===== src/rtl/servo_pkg.sv =====
// Shared definitions for the servo jog controller.
// Holds the ceillog2 helper, the jog FSM state encoding and the default joint-index width.
// Contents: ceillog2(), jog_state_t, N_JOINTS_DFLT, JOINT_W.
package servo_pkg;

  // Smallest r such that 2**r >= value; returns 0 for value <= 1.
  function automatic int ceillog2(input int value);
    int r;
    r = 0;
    for (int i = 0; i < 31; i++) begin
      if ((1 << i) < value) r = i + 1;
    end
    return r;
  endfunction

  localparam int N_JOINTS_DFLT = 4;
  localparam int JOINT_W       = (N_JOINTS_DFLT > 1) ? ceillog2(N_JOINTS_DFLT) : 1;

  typedef enum logic [1:0] {
    S_IDLE      = 2'd0,
    S_HOLD_WAIT = 2'd1,
    S_REPEAT    = 2'd2
  } jog_state_t;

endpackage


===== src/rtl/servo_jog_controller_jog_timer.sv =====
// Loadable down-counter used to pace hold-delay and auto-repeat steps.
// Latency: load takes effect at the next clock; zero is combinational from the count.
// No backpressure: counts down every cycle until it reaches zero, then holds.
// Ports: clk, rst_a_p (async, active-high), load, load_val[W-1:0], zero.
module jog_timer #(
  parameter int W = 16
) (
  input  logic         clk,
  input  logic         rst_a_p,
  input  logic         load,
  input  logic [W-1:0] load_val,
  output logic         zero
);

  logic [W-1:0] r_cnt;

  always_ff @(posedge clk or posedge rst_a_p) begin
    if (rst_a_p) begin
      r_cnt <= '0;
    end else if (load) begin
      r_cnt <= load_val;
    end else if (r_cnt != '0) begin
      r_cnt <= r_cnt - 1'b1;
    end
  end

  assign zero = (r_cnt == '0);

endmodule


===== src/rtl/servo_jog_controller.sv =====
// Button-driven jog controller: steps the selected servo duty register, with hold auto-repeat.
// Latency: duty updates on the first sampling edge of a press; update_pulse follows one cycle later.
// No backpressure: buttons are levels sampled every cycle; duties saturate at DUTY_MIN/DUTY_MAX.
// Ports: clk, rst_a_p, btn_up, btn_down, btn_sel (inputs); sel_joint, duty_out, update_pulse (outputs).
module servo_jog_controller
  import servo_pkg::*;
#(
  parameter int N_JOINTS   = N_JOINTS_DFLT,
  parameter int DUTY_W     = 12,
  parameter int DUTY_MIN   = 100,
  parameter int DUTY_MAX   = 500,
  parameter int DUTY_RST   = 300,
  parameter int STEP       = 5,
  parameter int HOLD_CYC   = 50000,
  parameter int REPEAT_CYC = 10000,
  localparam int SEL_W     = (N_JOINTS > 1) ? ceillog2(N_JOINTS) : 1,
  localparam int TMR_RAW   = ceillog2((HOLD_CYC > REPEAT_CYC) ? HOLD_CYC : REPEAT_CYC),
  localparam int TMR_W     = (TMR_RAW > 0) ? TMR_RAW : 1
) (
  input  logic                       clk,
  input  logic                       rst_a_p,
  input  logic                       btn_up,
  input  logic                       btn_down,
  input  logic                       btn_sel,
  output logic [SEL_W-1:0]           sel_joint,
  output logic [N_JOINTS*DUTY_W-1:0] duty_out,
  output logic                       update_pulse
);

  localparam logic signed [DUTY_W:0] STEP_S = (DUTY_W+1)'(STEP);
  localparam logic signed [DUTY_W:0] MAX_S  = (DUTY_W+1)'(DUTY_MAX);
  localparam logic signed [DUTY_W:0] MIN_S  = (DUTY_W+1)'(DUTY_MIN);

  jog_state_t        r_state;
  logic              r_up_prev;
  logic              r_down_prev;
  logic              r_sel_prev;
  logic              r_dir_up;
  logic [SEL_W-1:0]  r_sel;
  logic [DUTY_W-1:0] r_duty [N_JOINTS];
  logic              r_changed;
  logic              r_pulse;

  logic              w_dir_vld;
  logic              w_dir_up;
  logic              w_dir_edge;
  logic              w_sel_edge;
  logic              w_release;
  logic              w_tmr_zero;
  logic              w_do_step;
  logic [TMR_W-1:0]  w_tmr_val;
  logic [DUTY_W-1:0] w_cur;
  logic signed [DUTY_W:0] w_sum;
  logic [DUTY_W-1:0] w_next;

  // A direction exists only when exactly one of up/down is high.
  assign w_dir_vld  = btn_up ^ btn_down;
  assign w_dir_up   = btn_up;
  // Rising edge of the active button only; releasing one of two held buttons is not an edge.
  assign w_dir_edge = w_dir_vld && (btn_up ? !r_up_prev : !r_down_prev);
  assign w_sel_edge = btn_sel && !r_sel_prev;
  assign w_release  = !w_dir_vld || (w_dir_up != r_dir_up);

  always_comb begin
    w_do_step = 1'b0;
    case (r_state)
      S_IDLE:                w_do_step = w_dir_edge;
      S_HOLD_WAIT, S_REPEAT: w_do_step = !w_release && w_tmr_zero;
      default:               w_do_step = 1'b0;
    endcase
  end

  assign w_tmr_val = (r_state == S_IDLE) ? TMR_W'(HOLD_CYC - 1) : TMR_W'(REPEAT_CYC - 1);

  jog_timer #(.W(TMR_W)) u_jog_timer (
    .clk      (clk),
    .rst_a_p  (rst_a_p),
    .load     (w_do_step),
    .load_val (w_tmr_val),
    .zero     (w_tmr_zero)
  );

  // Step arithmetic is one bit wider and signed so a down step near zero cannot wrap.
  assign w_cur = r_duty[r_sel];
  assign w_sum = $signed({1'b0, w_cur}) + (w_dir_up ? STEP_S : -STEP_S);

  always_comb begin
    w_next = w_sum[DUTY_W-1:0];
    if (w_sum > MAX_S) begin
      w_next = DUTY_W'(DUTY_MAX);
    end else if (w_sum < MIN_S) begin
      w_next = DUTY_W'(DUTY_MIN);
    end
  end

  always_ff @(posedge clk or posedge rst_a_p) begin
    if (rst_a_p) begin
      r_state     <= S_IDLE;
      r_up_prev   <= 1'b0;
      r_down_prev <= 1'b0;
      r_sel_prev  <= 1'b0;
      r_dir_up    <= 1'b0;
      r_sel       <= '0;
      r_changed   <= 1'b0;
      r_pulse     <= 1'b0;
      for (int j = 0; j < N_JOINTS; j++) begin
        r_duty[j] <= DUTY_W'(DUTY_RST);
      end
    end else begin
      r_up_prev   <= btn_up;
      r_down_prev <= btn_down;
      r_sel_prev  <= btn_sel;
      // The strobe trails the duty write by one cycle.
      r_pulse     <= r_changed;
      r_changed   <= 1'b0;
      if (w_do_step) begin
        r_duty[r_sel] <= w_next;
        r_changed     <= (w_next != w_cur);
      end
      case (r_state)
        S_IDLE: begin
          if (w_dir_edge) begin
            r_state  <= S_HOLD_WAIT;
            r_dir_up <= w_dir_up;
          end else if (w_sel_edge) begin
            r_sel <= (r_sel == SEL_W'(N_JOINTS - 1)) ? '0 : r_sel + 1'b1;
          end
        end
        S_HOLD_WAIT: begin
          if (w_release) begin
            r_state <= S_IDLE;
          end else if (w_tmr_zero) begin
            r_state <= S_REPEAT;
          end
        end
        S_REPEAT: begin
          if (w_release) r_state <= S_IDLE;
        end
        default: r_state <= S_IDLE;
      endcase
    end
  end

  assign sel_joint    = r_sel;
  assign update_pulse = r_pulse;

  always_comb begin
    duty_out = '0;
    for (int j = 0; j < N_JOINTS; j++) begin
      duty_out[j*DUTY_W +: DUTY_W] = r_duty[j];
    end
  end

endmodule

===== config.mk =====
export PLATFORM = sky130hd
export DESIGN_NAME = servo_jog_controller
export DESIGN_NICKNAME = d
export VERILOG_FILES = /design/src/rtl/servo_pkg.sv /design/src/rtl/servo_jog_controller_jog_timer.sv /design/src/rtl/servo_jog_controller.sv
export SDC_FILE = /design/constraint.sdc
export NUM_CORES = 1
export LEC_CHECK = 0
export ABC_CLOCK_PERIOD_IN_PS = 3900
export CORE_MARGIN = 5
export CORE_UTILIZATION = 45
export CTS_CLUSTER_SIZE = 20
export DETAILED_ROUTE_END_ITERATION = 12
export GPL_ROUTABILITY_DRIVEN = 0
export PLACE_DENSITY = 0.69
export SLEW_MARGIN = 20
export SYNTH_ARGS = -nofsm -noshare
export SYNTH_HDL_FRONTEND = slang
export SYNTH_SLANG_ARGS = --single-unit

===== constraint.sdc =====
create_clock -name clk -period 3.9 [get_ports clk]
set_input_delay 0.78 -clock clk [delete_from_list [all_inputs] [get_ports clk]]
set_output_delay 0.78 -clock clk [all_outputs]
set_load 0.1 [all_outputs]

# Word level (Yosys, flattened, before mapping)
# Index checks and enable logic that the tools add are counted.
[word_totals]
rom_bits = 0
ram_bits = 0
in_bits = 5
latch_bits = 0
n_memories = 0
output_inout_bits = 51
wordCells = 70
regBits = 74
[op_classes]
div_mod_pow = 0
n_reduce_logical = 18
n_mul = 0
n_lt_le_gt_ge = 4
shift = 0
n_eq_ne = 8
add_sub_neg = 3
bitwise_logic = 3
n_mux = 21
[ops]
columns = ["cell", "n"]
rows = [
  ["2-to-1 mux 12 bit", 5],
  ["bitwise mux 48 bit", 1],
  ["2-to-1 mux 16 bit", 3],
  ["binary-select mux 12 bit (select 2 bit)", 1],
  ["demux 12 bit (select 2 bit)", 1],
  ["zero test 16 bit", 1],
  ["nonzero test 16 bit", 1],
  ["subtractor 16 x 1 -> 16 bit (second input constant)", 1],
  ["adder 13 bit", 1],
  ["> comparator 13 x 10 -> 1 bit (second input constant)", 1],
  ["< comparator 13 x 8 -> 1 bit (second input constant)", 1],
  ["2-to-1 mux 13 bit", 1],
  ["!= test 12 bit", 1],
  ["2-to-1 mux 2 bit", 5],
  ["one-hot mux 2 bit (3 select lines)", 1],
  ["AND reduction 3 bit", 2],
  ["zero test 1 bit", 5],
  ["equality test 2 bit (second input constant)", 2],
  ["logical AND 1 bit", 4],
  ["!= test 2 bit (second input constant)", 2],
  ["greater-or-equal comparator 3 bit (second input constant)", 1],
  ["< comparator 3 x 1 -> 1 bit (second input constant)", 1],
  ["!= test 3 bit (second input constant)", 1],
  ["inverter 2 -> 3 bit", 1],
  ["12 further kinds", 13],
]

# Depth between registers and ports, before layout
# Gate-level depths: netlist of the first run.
[depth]
word_depth = 10
ltp_mapped = 14
depth_no_buf = 12

# Hierarchy
# From an unflattened synthesis of the first run, not the netlist that was laid out.
[unflattened]
hier_cells = 454
hier_area_um2 = 4563.1
[modules_own_cells]
columns = ["mod", "area_per_inst_um2", "n_inst", "cells_each", "seq_area_each_um2"]
rows = [
  ["servo_jog_controller", 3569.7, 1, 352, 1471.4],
  ["jog_timer", 993.5, 1, 102, 400.4],
]

# Worst setup path after synthesis of the first run
# OpenSTA, ideal clock, no wires.
[synth_path]
path_kind = "register to register"
start = "register r_sel[0], in the netlist sel_joint[0]"
end = "register r_changed"
path_buffers = 3
synth_period_minus_slack_ps = 4878
slack_ps = -978
setup_time_ps = 140
arrival_time_ps = 4739
required_ps = 3760
stages_incl_launch_ff = 15
cell_sequence = "dfrtp_1 -> buf_2 -> buf_1 -> mux4_2 -> ha_1 -> buf_2 -> a21o_1 -> or4_1 -> o22ai_1 -> xor2_1 -> nor4_1 -> nor3_2 -> and3_4 -> xor2_1 -> a31oi_1"
[synth_between]
elab_chain_len = 10
elab_cells_between_ends = 11
cone_classes = "1 x add/sub; 2 x order compare; 1 x eq/ne; 6 x mux; 1 x bitwise"
[synth_rtl]
columns = ["element", "line_no", "text"]
rows = [
  ["from (decl)", "servo_jog_controller.sv:39", "logic [SEL_W-1:0] r_sel;"],
  ["from (signal assigned)", "servo_jog_controller.sv:126", "r_sel <= (r_sel == SEL_W'(N_JOINTS - 1)) ? '0 : r_sel + 1'b1;"],
  ["inverter 2 -> 3 bit (implied by the code) (*)", "servo_jog_controller.sv:84", "assign w_cur = r_duty[r_sel];"],
  ["binary-select mux 12 bit (select 2 bit) (*)", "servo_jog_controller.sv:84", ""],
  ["2-to-1 mux 12 bit (implied by the code) (*) (2 in series)", "servo_jog_controller.sv:84", ""],
  ["adder 13 bit", "servo_jog_controller.sv:85", "assign w_sum = $signed({1'b0, w_cur}) + (w_dir_up ? STEP_S : -STEP_S);"],
  ["< comparator 13 x 8 -> 1 bit", "servo_jog_controller.sv:91", "end else if (w_sum < MIN_S) begin"],
  ["2-to-1 mux 12 bit", "servo_jog_controller.sv:91", ""],
  ["2-to-1 mux 12 bit", "servo_jog_controller.sv:89", "if (w_sum > MAX_S) begin"],
  ["!= test 12 bit (*)", "servo_jog_controller.sv:118", "r_changed <= (w_next != w_cur);"],
  ["2-to-1 mux 1 bit (*)", "servo_jog_controller.sv:116", "if (w_do_step) begin"],
  ["to (signal assigned)", "servo_jog_controller.sv:118", ""],
  ["to (decl)", "servo_jog_controller.sv:41", "logic r_changed;"],
]
# Mark *: on every way between the ends. The rest lies on a longest branch, timed or not. The select of a mux whose other input is x is not followed.
# A chain may end at the register's enable or synchronous reset.

# Worst setup path after layout of the first run
[layout_path]
start = "register r_sel[0], in the netlist sel_joint[0]"
end = "register r_duty, in the netlist duty_out[25]"
[layout_between]
elab_chain_len = 9
elab_cells_between_ends = 15
cone_classes = "1 x add/sub; 4 x order compare; 8 x mux; 1 x bitwise; 1 x reduce/logical"
[layout_rtl]
columns = ["element", "line_no", "text"]
rows = [
  ["inverter 2 -> 3 bit (implied by the code) (*)", "servo_jog_controller.sv:84, servo_jog_controller.sv:117", ""],
  ["binary-select mux 12 bit (select 2 bit)", "servo_jog_controller.sv:84", ""],
  ["2-to-1 mux 12 bit (implied by the code) (2 in series)", "servo_jog_controller.sv:84", ""],
  ["adder 13 bit", "servo_jog_controller.sv:85", ""],
  ["< comparator 13 x 8 -> 1 bit", "servo_jog_controller.sv:91", ""],
  ["2-to-1 mux 12 bit", "servo_jog_controller.sv:91", ""],
  ["2-to-1 mux 12 bit", "servo_jog_controller.sv:89", ""],
  ["bitwise mux 48 bit (*)", "servo_jog_controller.sv:117", "r_duty[r_sel] <= w_next;"],
  ["to (signal, indexed assignment)", "servo_jog_controller.sv:107", "r_duty[j] <= DUTY_W'(DUTY_RST);"],
  ["to (signal, indexed assignment)", "servo_jog_controller.sv:117", ""],
  ["to (decl)", "servo_jog_controller.sv:40", "logic [DUTY_W-1:0] r_duty [N_JOINTS];"],
]
# Marked as above.

==> results of run 1 <==
[final timing paths]
path | start | to | slack, ns | cells after the start
max in group asynchronous | rst_a_p | duty_out[27] | 2.70 | 3
worst min register to register | r_changed | update_pulse | 0.38 | 0
worst max register to register | sel_joint[0] | duty_out[25] | 0.07 | 13
min in group asynchronous | rst_a_p | sel_joint[1] | 0.85 | 3
worst min-delay path | r_changed | update_pulse | 0.38 | 0
worst max-delay path | sel_joint[0] | duty_out[25] | 0.07 | 13
[routing by layer]
metal / share of wire [%] / vias up / global-route usage [%] / wire length [um]
met2: 48 / 93 / 32.76 / 5776
li1: - / 1735 / - / -
met5: 0 / - / 0 / 0
met1: 44 / 1874 / 26.54 / 5325
met3: 4.3 / 32 / 4.639 / 514
met4: 3.3 / 0 / 9.350 / 398
[repair_timing]
| item | 4_1_cts | 5_1_grt |
|---|---|---|
| gates resized for setup | 0 | 31 |
| endpoints found under the setup margin | 0 | 29 |
| buffers inserted | 0 | 13 |
| endpoints found under the hold margin | 0 | 0 |
[flip-flops by register name, indices dropped and copies added (netlist names)]
name / cells
update_pulse: 1
r_state: 2
r_changed: 1
duty_out: 48
u_jog_timer.r_cnt: 16
r_down_prev: 1
r_up_prev: 1
sel_joint: 2
r_sel_prev: 1
r_dir_up: 1
[layout by cell type, fill, tap and decap left out, drive strengths merged, types with 4 or more instances in the layout]
cell and n:
dfrtp 58, clkdlybuf4s50 53, and3 5, nand2 33
inv 17, or4 4, mux2 34, or3 5
nor3 13, ha 22, and2 14, clkbuf 12
o22ai 7, nor2 19, nor4 6, nand3 10
xor2 5, mux4 11, xnor2 15, dfstp 16
o21ai 19, a21o 6, buf 71, nand3b 4
mux2i 6, a21oi 23
[critical path, cell delays in order (launching register included)]
cell      delay (ns)
dfrtp_4         0.52
buf_12          0.15
buf_4           0.14
mux4_2          0.48
ha_4            0.34
or3b_2          0.46
o21ai_0         0.15
a311oi_2        0.09
or3_4           0.38
nor4_4          0.31
nor3_4          0.11
buf_4           0.16
and3_4          0.16
mux2_4          0.26
[metrics by stage]
step	hold WS, ns	TNS, ns	util (%)	instances
finish	0.3839	0	63.18	668
global route	0.4094	-0.7686	63.18	668
CTS	0.3788	0	60.51	655
detailed placement	0.3577	-3.448	58.17	639
global placement	0.3775	-1.948	58.17	639
floorplan	0.3312	-1.083	-	409
[cell type report]
class	count	area, um^2
Fill cell	754	3598
Multi-Input combinational cell	302	2716
Sequential cell	74	1877
Timing Repair Buffer	125	1116
Tap cell	133	166.4
Clock buffer	12	155.1
Clock inverter	4	73.82
Inverter	18	71.32
[logic make-up after synthesis]
| family | count (synthesis) | share of synthesized area (%) |
|---|---|---|
| and+or+nand+nor | 126 | 16.49 |
| AOI/OAI and AO/OA | 82 | 11.89 |
| DFF | 74 | 41.67 |
| muxes | 51 | 15.88 |
| buffers and inverters | 33 | 3.593 |
| adders and majority gates | 23 | 6.574 |
| xor gates and xnor gates | 20 | 3.900 |
==> flow_metrics.py, run 1 <==
metrics = {
    "grt": {
        "grt_max_degree": 75,
        "grt_pass1_wl_um": 18980,
        "globalRoute.totalOverflow": 0,
        "grtUsageTotal_pct": 20.53,
        "antenna_found_initial": 0,
        "grt_pass1_vias": 3802,
    },
    "timing": {
        "fin_ws_ns": 0.07091,
        "finalHoldViolations": 0,
        "setup_violations": 0,
        "max_freq_mhz": 261.2,
        "slew_viol_final": 0,
        "min_period_ns": 3.829,
        "min_period_over_period_pct": 98.18,
        "clock_skew_ns": 0.008606,
        "tightest_slew_ns": 0.9953,
        "max-slew-margin-rel_pct": 33.44,
    },
    "logic_synthesis": {
        "synth_commonest_cells": "dfrtp_1, nand2_1, ha_1, a21oi_1",
        "synth.distinct_cells": 69,
        "synth_fp_nets": 437,
        "yosysMostFrequentCell": "dfrtp_1",
        "avgSynthCellArea_um2": 10.98,
        "synth_edf_count": 0,
        "syn_area_um2": 4492,
        "synthCells": 409,
        "ys_seq_elements": 74,
        "ys_warn_count": 0,
        "synth.area.top_cells": "dfrtp_1, dfstp_2, ha_1, mux4_2, mux2_2",
        "synth_top_area_share_pct": 32.31,
        "ys_seq_area_share_pct": 41.67,
        "yosysTopAreaCell": "dfrtp_1",
        "async_flop_share_pct": 100.0,
        "ys.flop_type": "dfrtp_1",
    },
    "cts": {
        "cts_buffer_depth": 2,
        "clock_latency_ns": 0.36,
        "cts_hold_buf": 0,
        "cts_tree": "done",
        "h-tree-depth": 3,
        "numCtsBuffers": 9,
        "cts_root_buffer": "clkbuf_8",
        "cts.clk_slew.worst_paths_ns": 0.08,
        "cts_sinks": 74,
    },
    "placement": {
        "port_buffers": 55,
        "placed_cell_area_um2": 5685,
        "dp_slack_ns": -0.1734,
        "dp_hpwl_um": 8640,
    },
    "die": {
        "rows": 36,
        "pin_count": 56,
        "coreArea_um2": 9774,
        "dieArea_um2": 12080,
        "die_y_um": 109.9,
        "start_util_pct": 45.95,
        "die_x_um": 109.9,
    },
    "final_layout": {
        "area_growth_pct": 37.49,
        "fin_area_um2": 6176,
        "drive_gt1_share_pct": 37.20,
        "layout.nets": 558,
        "num_antenna_cells": 0,
    },
    "worst_setup_path": {
        "worstPathArrival_ns": 4.07,
        "required_ns": 4.14,
        "criticalPathCategory": "flop to flop",
        "path_max_fanout": 7,
        "critical_path.startpoint_type": "flop",
        "end_kind": "flop",
    },
    "detailed_routing": {
        "vias_per_cell": 5.590,
        "avgRoutedWirePerCell_um": 17.99,
        "via_count": 3734,
        "drc": 0,
        "ant_nets": 0,
        "firstDrtPassIters": 4,
        "drt-total-wl_um": 12010,
        "drt-initial-drc-count": 176,
    },
    "flow_run": {
        "drv_cap": 0,
    },
    "worst_hold_path": {
        "hp-class": "flop to flop",
    },
    "outcome": {
        "outcome": "completed",
    },
}
Power of run 1 is not shown: default switching activity piles up to over one toggle a cycle in this logic, so the estimate is an artifact.
==> inputs of run 2 (changes only) <==
--- a/config.mk
+++ b/config.mk
@@ -8,9 +8,8 @@
 export ABC_CLOCK_PERIOD_IN_PS = 3900
 export CORE_MARGIN = 5
-export CORE_UTILIZATION = 45
+export CORE_UTILIZATION = 40
 export CTS_CLUSTER_SIZE = 20
 export DETAILED_ROUTE_END_ITERATION = 12
 export GPL_ROUTABILITY_DRIVEN = 0
-export PLACE_DENSITY = 0.69
 export SLEW_MARGIN = 20
 export SYNTH_ARGS = -nofsm -noshare
==> constraint.sdc (replaced) <==
create_clock -name clk -period 3.9 [get_ports clk]
set_input_delay 0.39 -clock clk [delete_from_list [all_inputs] [get_ports clk]]
set_output_delay 0.39 -clock clk [all_outputs]
set_load 0.1 [all_outputs]
==> run 2 against run 1 <==
Net effect:
- clock skew decreased by 0.0041 ns
- first-iteration DRC count grew 15%
- register-to-register slack better by 0.05 ns
- clock-buffer cell count grew 2
- sequential share of layout area grew 1.2 points
- critical path depth is the same
- fmax rose by 1.4%
- die area up 11%
- cell count shrank 3.6%
- utilization shrank 8.8 points
- non-clock buffer count down 31
- wire length shrank 0.54%
==> flow_metrics.py, run 2 (synthesis results as in run 1) <==
metrics = {
    "final_layout": {
        "multiInputGateArea_um2": 2686,
        "layout.cells.non_filler": 644,
        "layout.nets": 527,
        "layout_commonest_cell": "dfrtp_1",
        "register_area_um2": 1877,
        "area_growth_pct": 32.28,
        "final_cell_mix": "dfrtp_1, clkdlybuf4s50_1, buf_4",
        "num_antenna_cells": 0,
        "drive_gt1_share_pct": 31.94,
        "nFillCells": 962,
        "largest_reg_flops": 48,
    },
    "worst_setup_path": {
        "end_kind": "flop",
        "criticalPathCategory": "flop to flop",
        "worstPathArrival_ns": 3.98,
        "critical_path.startpoint_type": "flop",
        "r2r_cells": 13,
        "path_max_fanout": 8,
        "required_ns": 4.10,
    },
    "worst_hold_path": {
        "hp-class": "flop to flop",
        "hold_path_depth": 0,
    },
    "timing": {
        "tightest_slew_ns": 0.9916,
        "setup_violations": 0,
        "max-slew-margin-rel_pct": 33.69,
        "finalHoldViolations": 0,
        "max_freq_mhz": 264.9,
        "clock_skew_ns": 0.004476,
        "min_period_over_period_pct": 96.80,
        "min_period_ns": 3.775,
        "slew_viol_final": 0,
        "holdWs_ns": 0.3917,
    },
    "die": {
        "pin_count": 56,
        "start_util_pct": 41.08,
        "die_y_um": 116.0,
        "rows": 38,
        "dieArea_um2": 13450,
        "coreArea_um2": 10940,
        "die_x_um": 116.0,
    },
    "flow_run": {
        "drv_cap": 0,
    },
    "detailed_routing": {
        "ant_nets": 0,
        "firstDrtPassIters": 4,
        "avgRoutedWirePerCell_um": 18.55,
        "drt-initial-drc-count": 202,
        "via_count": 3569,
        "vias_per_cell": 5.542,
        "drc": 0,
        "drt-total-wl_um": 11950,
    },
    "cts": {
        "cts_root_buffer": "clkbuf_16",
        "cts_buffer_depth": 2,
        "numCtsBuffers": 9,
        "cts_sinks": 74,
        "clock_latency_ns": 0.34,
        "cts.clk_slew.worst_paths_ns": 0.05,
        "h-tree-depth": 3,
        "cts_hold_buf": 0,
        "cts_tree": "done",
    },
    "placement": {
        "numPlacedInstances": 620,
        "port_buffers": 55,
        "dp_hpwl_um": 8641,
    },
    "grt": {
        "grt_max_degree": 35,
        "antenna_found_initial": 0,
        "globalRoute.totalOverflow": 0,
        "grt_pass1_wl_um": 19170,
        "grt_pass1_vias": 3691,
        "grtUsageTotal_pct": 18.46,
    },
    "outcome": {
        "outcome": "completed",
    },
}
==> run 2: worst max-delay path: stages (launching register included) <==
cell	delay, ns
dfrtp_4	0.49
buf_12	0.15
mux4_2	0.47
ha_4	0.34
nand3b_1	0.12
o22ai_2	0.24
mux2_4	0.34
or3_4	0.40
buf_4	0.15
o21a_1	0.19
a21oi_4	0.25
and3_4	0.24
xor2_2	0.15
a31oi_1	0.11
==> run 2: routing by layer <==
metal | global-route usage, % | wire length, um | vias up
li1 | - | - | 1675
met2 | 29.46 | 5685 | 83
met4 | 5.955 | 200 | 0
met1 | 24.60 | 5460 | 1795
met5 | 0 | 0 | -
met3 | 4.804 | 603 | 16
==> run 2: timing repair <==
action | in CTS | in global routing
gates resized for setup | 1 | 17
buffers inserted | 0 | 8
setup endpoints to repair | 1 | 33
pin swaps | 0 | 3
==> run 2: layout make-up <==
| type | instances | area share, % |
|---|---|---|
| clock inverters | 2 | 0.2106 |
| flip-flops and latches | 74 | 31.59 |
| multi-input cells | 302 | 45.21 |
| inverters | 18 | 1.137 |
| repair buffers | 94 | 14.47 |
| clock buffers | 14 | 4.443 |
| well taps | 140 | 2.948 |
==> run 2: worst paths after layout <==
check                          endpoint          from  slack (ns)
min reg2reg                update_pulse     r_changed        0.39
min in group asynchronous  duty_out[30]       rst_a_p        0.47
max                           r_changed  sel_joint[0]        0.12
max in group asynchronous   duty_out[3]       rst_a_p        2.26
max reg2reg                   r_changed  sel_joint[0]        0.12
min                        update_pulse     r_changed        0.39
==> run 2: through the flow <==
stage	setup WS (ns)	util (%)	setup TNS (ns)	area, um^2
after detailed placement	-0.03507	50.19	-0.03507	5489
final	0.1249	54.34	0	5942
after CTS	0.01941	52.75	0	5768
after floorplan	-0.1265	-	-1.083	4656
after global placement	0.01836	50.19	0	5489
after global routing	-0.01671	54.34	-0.01671	5942
Power of run 2 is left out for the same reason.
==> inputs of run 3 (changes only) <==
Settings changed: SLEW_MARGIN 20 to not set, TNS_END_PERCENT set to 1.
==> run 3 against run 2 <==
Net effect:
- via count fell by 0.14%
- utilization fell by 1.2 points
- register-to-register slack barely moved
- first-iteration DRC count is 0.50% higher
- fmax rose by 0.32%
- clock-buffer cell count down 5
- worst setup slack gained 0.012 ns
- global-route usage rose by 0.94 points
- critical path depth shrank 1
- cell count fell by 0.62%
==> flow_metrics.py, run 3 (synthesis results as in run 1) <==
metrics = {
    "die": {
        "pin_count": 56,
        "die_x_um": 116.0,
        "coreArea_um2": 10940,
        "start_util_pct": 41.08,
        "rows": 38,
        "dieArea_um2": 13450,
        "die_y_um": 116.0,
    },
    "placement": {
        "dp_slack_ns": 0.05879,
        "port_buffers": 55,
        "dp_hpwl_um": 8882,
    },
    "worst_hold_path": {
        "hold_path_depth": 0,
        "hp-class": "flop to flop",
        "holdPathEnd": "update_pulse",
        "hp-start": "r_changed",
    },
    "detailed_routing": {
        "via_count": 3564,
        "avgRoutedWirePerCell_um": 18.99,
        "vias_per_cell": 5.569,
        "ant_nets": 0,
        "firstDrtPassIters": 6,
        "drt-initial-drc-count": 203,
        "drt-total-wl_um": 12150,
        "drc": 0,
    },
    "timing": {
        "clock_skew_ns": 0.009417,
        "max_freq_mhz": 265.7,
        "min_period_ns": 3.763,
        "min_period_over_period_pct": 96.49,
        "rsz0062_at_grt": "true",
        "max-slew-margin-rel_pct": 32.75,
        "finalHoldViolations": 0,
        "setup_violations": 0,
        "fin_ws_ns": 0.1368,
        "tightest_slew_ns": 1.006,
        "slew_viol_final": 0,
    },
    "worst_setup_path": {
        "required_ns": 4.13,
        "worstReg2RegEnd": "duty_out[13]",
        "worstPathArrival_ns": 3.99,
        "critical_path.cell_chain": "buf_4 -> mux4_2 -> ha_4 -> nand3b_1 -> o22ai_2 -> mux2_2 -> or3_1 -> nor4_2 -> nor3_2 -> buf_4 -> and3_1 -> mux2_4",
        "reg2reg_slack_ns": 0.14,
        "path_max_fanout": 8,
        "r2r_cells": 12,
        "critical_path_buf_inv_count": 2,
        "end_kind": "flop",
        "crit_top_cell": "buf_4",
        "critical_path.startpoint_type": "flop",
        "cpMaxStageDelayCell": "mux4_2",
        "crit_family": "multiplexers",
        "critPathMaxStageDelay_ns": 0.57,
        "criticalPathCategory": "flop to flop",
        "crit_cells": 12,
        "rr_startpoint": "sel_joint[0]",
    },
    "cts": {
        "h-tree-depth": 3,
        "cts.clk_slew.worst_paths_ns": 0.06,
        "clock_latency_ns": 0.35,
        "cts_sinks": 74,
        "cts_buffer_depth": 2,
        "numCtsBuffers": 9,
        "cts_tree": "done",
        "cts_root_buffer": "clkbuf_16",
    },
    "final_layout": {
        "drive_gt1_share_pct": 28.20,
        "layout.nets": 523,
        "nFillCells": 986,
        "multiInputGateArea_um2": 2536,
        "area_growth_pct": 29.36,
        "register_area_um2": 1874,
        "final_cell_mix": "dfrtp_1, clkdlybuf4s50_1, buf_4",
        "num_antenna_cells": 0,
        "largest_reg_flops": 48,
        "layout_commonest_cell": "dfrtp_1",
    },
    "grt": {
        "grtUsageTotal_pct": 19.40,
        "grt_pass1_wl_um": 19780,
        "grt_max_degree": 39,
        "grt_pass1_vias": 3628,
        "antenna_found_initial": 0,
        "globalRoute.totalOverflow": 0,
    },
    "flow_run": {
        "drv_cap": 0,
    },
    "outcome": {
        "outcome": "completed",
    },
}
run 3: cell count changes in the layout (fill, tap and decap cells not counted), sizes merged:
cell and delta:
clkbuf -5, buf -4, bufinv +2, clkinv +2, clkinvlp +1
run 3: layout make-up:
| class | count | area share [%] |
|---|---|---|
| Clock inverter | 7 | 1.615 |
| Inverter | 18 | 1.163 |
| Sequential cell | 74 | 32.26 |
| Timing Repair Buffer | 90 | 14.43 |
| Clock buffer | 9 | 3.876 |
| Multi-Input combinational cell | 302 | 43.65 |
| Tap cell | 140 | 3.015 |
run 3: what timing repair did:
| item | in CTS | in global routing |
|---|---|---|
| endpoints found under the setup margin | 0 | 36 |
| resized for setup | 0 | 6 |
| hold buffers | 0 | 0 |
| endpoints found under the hold margin | 0 | 0 |
| setup buffers | 0 | 5 |
run 3: per-stage QoR:
step / instances / hold slack (ns) / instance area [um^2] / utilization (%) / setup TNS (ns)
floorplan: 409 / 0.3312 / 4573 / - / -1.709
global placement: 619 / 0.3724 / 5424 / 49.60 / 0
detailed placement: 619 / 0.3752 / 5424 / 49.60 / 0
CTS: 635 / 0.3860 / 5743 / 52.52 / 0
global route: 640 / 0.3936 / 5811 / 53.14 / -0.01288
finish: 640 / 0.3927 / 5811 / 53.14 / 0
run 3: worst max-delay path by stage:
stage	startpoint	slack, ns	endpoint
6_report	sel_joint[0]	0.14	duty_out[13]
5_1_grt	sel_joint[0]	-0.01	r_changed
4_1_cts	sel_joint[0]	0.07	duty_out[30]
3_5_place_dp	btn_up	0.06	duty_out[30]
3_3_place_gp	btn_up	0.03	r_changed
2_1_floorplan	sel_joint[0]	-0.13	r_changed
run 3: routing by layer:
metal  GRT usage, %  wire, um  vias up
met1          26.20      5679     1770
met5              0         0        -
met2          29.04      5512      102
met4          7.502       251        0
li1               -         -     1674
met3          6.266       709       18
Power of run 3 is left out for the same reason.
==> patch 1, RTL diff (flow settings as in run 3) <==
Re-encode `jog_state_t` (3 states) as one-hot, 3 bits wide.
--- a/src/rtl/servo_pkg.sv
+++ b/src/rtl/servo_pkg.sv
@@ -16,10 +16,10 @@
   localparam int N_JOINTS_DFLT = 4;
   localparam int JOINT_W       = (N_JOINTS_DFLT > 1) ? ceillog2(N_JOINTS_DFLT) : 1;
 
-  typedef enum logic [1:0] {
-    S_IDLE      = 2'd0,
-    S_HOLD_WAIT = 2'd1,
-    S_REPEAT    = 2'd2
+  typedef enum logic [2:0] {
+    S_IDLE      = 3'b001,
+    S_HOLD_WAIT = 3'b010,
+    S_REPEAT    = 3'b100
   } jog_state_t;
 
 endpackage
Check against the original RTL: same outputs for any inputs over 10 cycles, from zero or initial values and one cycle with rst_a_p high; not proved beyond that.
==> patch 1 against run 3 <==
- synthesized cell count increased by 3.4%
- sequential cell count increased by 1
- critical endpoint is now duty_out[15]
- first-iteration DRC count increased by 21%
- area after synthesis decreased by 5.9%
- utilization decreased by 0.20 points
- wire length decreased by 8.1%
- setup slack got worse by 18 ps
- design area decreased by 5.9%
- hold slack got worse by 40 ps
Power is not shown: default switching activity piles up to over one toggle a cycle in this logic, so the estimate is an artifact.
==> patch 1: results (changes against run 3) <==
Post-Route WL: 11,200 µm (was 12,200 µm)
Met3 Resource Use GR: 3.42% (was 6.27%)
Share of layout cells above drive strength 1: 20.5% (was 28.2%)
Syn nets: 447 (was 437)
CP delay by family, top: compound AO/OA/AOI/OAI gates (was multiplexers)
Vias in the first global route: 3,446 (was 3,628)
Final worst clock skew: 9.92 ps (was 9.42 ps)
Bufs w/o clock: 85 (was 90)
CTS clk-pin slew, worst paths: 80 ps (was 60 ps)
Fill cell count: 923 (was 986)
Starting DRT DRC Count: 245 (was 203)
DP Wirelength: 8110 µm (was 8880 µm)
Pre-CTS WS: -63.0 ps (was 58.8 ps)
Root Driver: clkbuf_8 (was clkbuf_16)
Mapped Area: 4230 µm² (was 4490 µm²)
# placed instances: 618 (was 619)
Via count: 3,487 (was 3,564)
# clk buffers: 13 (was 9)
Routing usage on met1: 27.0% (was 26.2%)
Inverters excl. clock: 10 (was 18)
GR Util met2: 26.1% (was 29.0%)
First-pass GRT wire length: 18,400 µm (was 19,800 µm)
Slowest-stage cell, CP: dfrtp_4 (was mux4_2)
Max incr delay on CP: 520 ps (was 570 ps)
Leading post-synthesis cells by cell area: dfrtp_1, dfstp_2, nand2_1 (was dfrtp_1, dfstp_2, ha_1)
H-tree level count: 3 (unchanged)
Comb_multi_in: 321 (was 302)
WL met1: 5680 µm (about the same)
Util after Layout: 52.9% (was 53.1%)
Multi-input logic area: 2320 µm² (was 2540 µm²)
Synthesized instance count: 423 (was 409)
Run status: completed (unchanged)
Max reg flops: 48 (unchanged)
Met3 WL: 433 µm (was 709 µm)
Layout clock area frac: 4.35% (was 5.49%)
Largest net degree at the start of global routing: 42 (was 39)
Tot GR Track Use: 18.0% (was 19.4%)
Fin nets: 526 (was 523)
Highest metal used: met4 (unchanged)
Relative slew margins: 32.1% (was 32.8%)
Placed Area: 5080 µm² (was 5420 µm²)
Arr. time, crit path: 4060 ps (was 3990 ps)
Seq area share: 34.8% (was 32.3%)
Met2 wire length: 4930 µm (was 5510 µm)
Top cells by instance count after synthesis: nand2_1, dfrtp_1, o21ai_0 (was dfrtp_1, nand2_1, ha_1)
Post-synthesis register bit count: 75 (was 74)
Crit path max fanout: 10 (was 8)
Type of the most critical hold path: flop to flop (unchanged)
Vias/cell: 5.42 (was 5.57)
Cell variety after synth: 58 (was 69)
Register area share after synthesis: 44.9% (was 41.7%)
Clock latency at the later pin of the worst-skew pair: 360 ps
NonClk Buf Share: 14.7% (was 14.4%)
-- patch 1: worst paths after layout --
| path | to | cells past startpoint | slack [ps] |
|---|---|---|---|
| worst max-delay path | duty_out[15] | 14 | 120 |
| worst min-delay path | update_pulse | 0 | 350 |
| worst max register to register | duty_out[15] | 14 | 120 |
| worst min register to register | update_pulse | 0 | 350 |
| max in group asynchronous | duty_out[17] | 3 | 2660 |
| min in group asynchronous | duty_out[40] | 2 | 490 |
-- patch 1: cells by family (layout without fill, tap and decap cells) --
kind of cell,after synthesis,after routing,synth area share [%]
flip-flops,75,75,44.9
multiplexers,15,15,6.84
XOR/XNOR,20,20,4.14
adder cells (fa/ha/maj),19,19,5.80
AND/OR/NAND/NOR,163,163,19.7
buffers and inverters,27,111,2.66
AO/OA/AOI/OAI,104,104,15.9
-- patch 1: what timing repair did --
item / in CTS / in global routing
resized for setup: 2 / 19
setup endpoints to repair: 6 / 25
setup buffers: 0 / 9
hold endpoints to repair: 0 / 0
hold buffers: 0 / 0
pin swaps: 0 / 4
==> patch 2, RTL diff (config.mk and constraints of run 3) <==
Without the edit above. `DUTY_W`: 12 -> 6.
--- a/src/rtl/servo_jog_controller.sv
+++ b/src/rtl/servo_jog_controller.sv
@@ -6,7 +6,7 @@
   import servo_pkg::*;
 #(
   parameter int N_JOINTS   = N_JOINTS_DFLT,
-  parameter int DUTY_W     = 12,
+  parameter int DUTY_W     = 6,
   parameter int DUTY_MIN   = 100,
   parameter int DUTY_MAX   = 500,
   parameter int DUTY_RST   = 300,
Interface: changed (resized duty_out); port bits go from 56 to 32. No check against the original RTL was run, so the function may have changed too.
==> patch 2 against run 3 <==
- design area down 40%
- sequential cell count decreased by 24
- sequential share of layout area grew 4.0 points
- hold slack worse by 33 ps
- wire length decreased by 45%
- utilization down 5.2 points
- setup slack improved by 230 ps
- area after synthesis down 33%
- first-iteration DRC count decreased by 41%
- die area fell by 31%
Power is not shown: default switching activity piles up to over one toggle a cycle in this logic, so the estimate is an artifact.
==> patch 2: results (changes against run 3) <==
Run status: completed (unchanged)
Vias in the first global route: 2,216 (was 3,628)
Final Non-Filler Cells: 413 (was 640)
Yosys top cell area share: 31.7% (was 32.3%)
DP Wirelength: 4830 µm (was 8880 µm)
Wire per inst: 16.2 µm (was 19.0 µm)
Multi-input logic area: 1640 µm² (was 2540 µm²)
Register area share after synthesis: 42.1% (was 41.7%)
Final worst clock skew: 17.0 ps (was 9.42 ps)
Cell variety after synth: 60 (was 69)
Share of layout cells above drive strength 1: 13.7% (was 28.2%)
Vias/cell: 5.36 (was 5.57)
Pre-CTS WS: 374 ps (was 58.8 ps)
Synthesized instance count: 281 (was 409)
Tot GR Track Use: 14.6% (was 19.4%)
Leading post-synthesis cells by cell area: dfrtp_1, dfstp_2, ha_1 (unchanged)
Bufs w/o clock: 34 (was 90)
Max reg flops: 24 (was 48)
Top cells by instance count after synthesis: dfrtp_1, nand2_1, nor2_1 (was dfrtp_1, nand2_1, ha_1)
Min cycle time layout: 3530 ps (was 3760 ps)
CTS clk-pin slew, worst paths: 100 ps (was 60 ps)
Placed Area: 3400 µm² (was 5420 µm²)
Slowest-stage cell, CP: fa_1 (was mux4_2)
Tap Count: 99 (was 140)
Arr. time, crit path: 3740 ps (was 3990 ps)
[patch 2: cell count changes in the layout (fill, tap and decap cells not counted), sizes merged, moves of 12 or more]
cell,before,now
o31ai,0,13
xnor2,15,3
and2,14,1
mux2,34,9
dfrtp,58,38
clkdlybuf4s50,55,31
o21ai,19,6
buf,35,3
[patch 2: cells by family (layout without fill, tap and decap cells)]
logic type               count (synthesis)  after routing  share of synthesized area (%)
XOR/XNOR                                14             14                           4.08
AO/OA/AOI/OAI                           59             59                           15.6
multiplexers                            20             20                           9.62
buffers and inverters                   19             52                           3.29
adder cells (fa/ha/maj)                 15             15                           6.50
AND/OR/NAND/NOR                        104            104                           18.7
flip-flops                              50             50                           42.1
[patch 2: layer usage]
layer / GRT usage, % / part of all wire [%] / vias up
met4: 3.56 / 1.2 / 0
met3: 2.23 / 3.2 / 9
met5: 0 / 0 / -
li1: - / - / 1085
met2: 22.0 / 45 / 46
met1: 22.0 / 51 / 1074
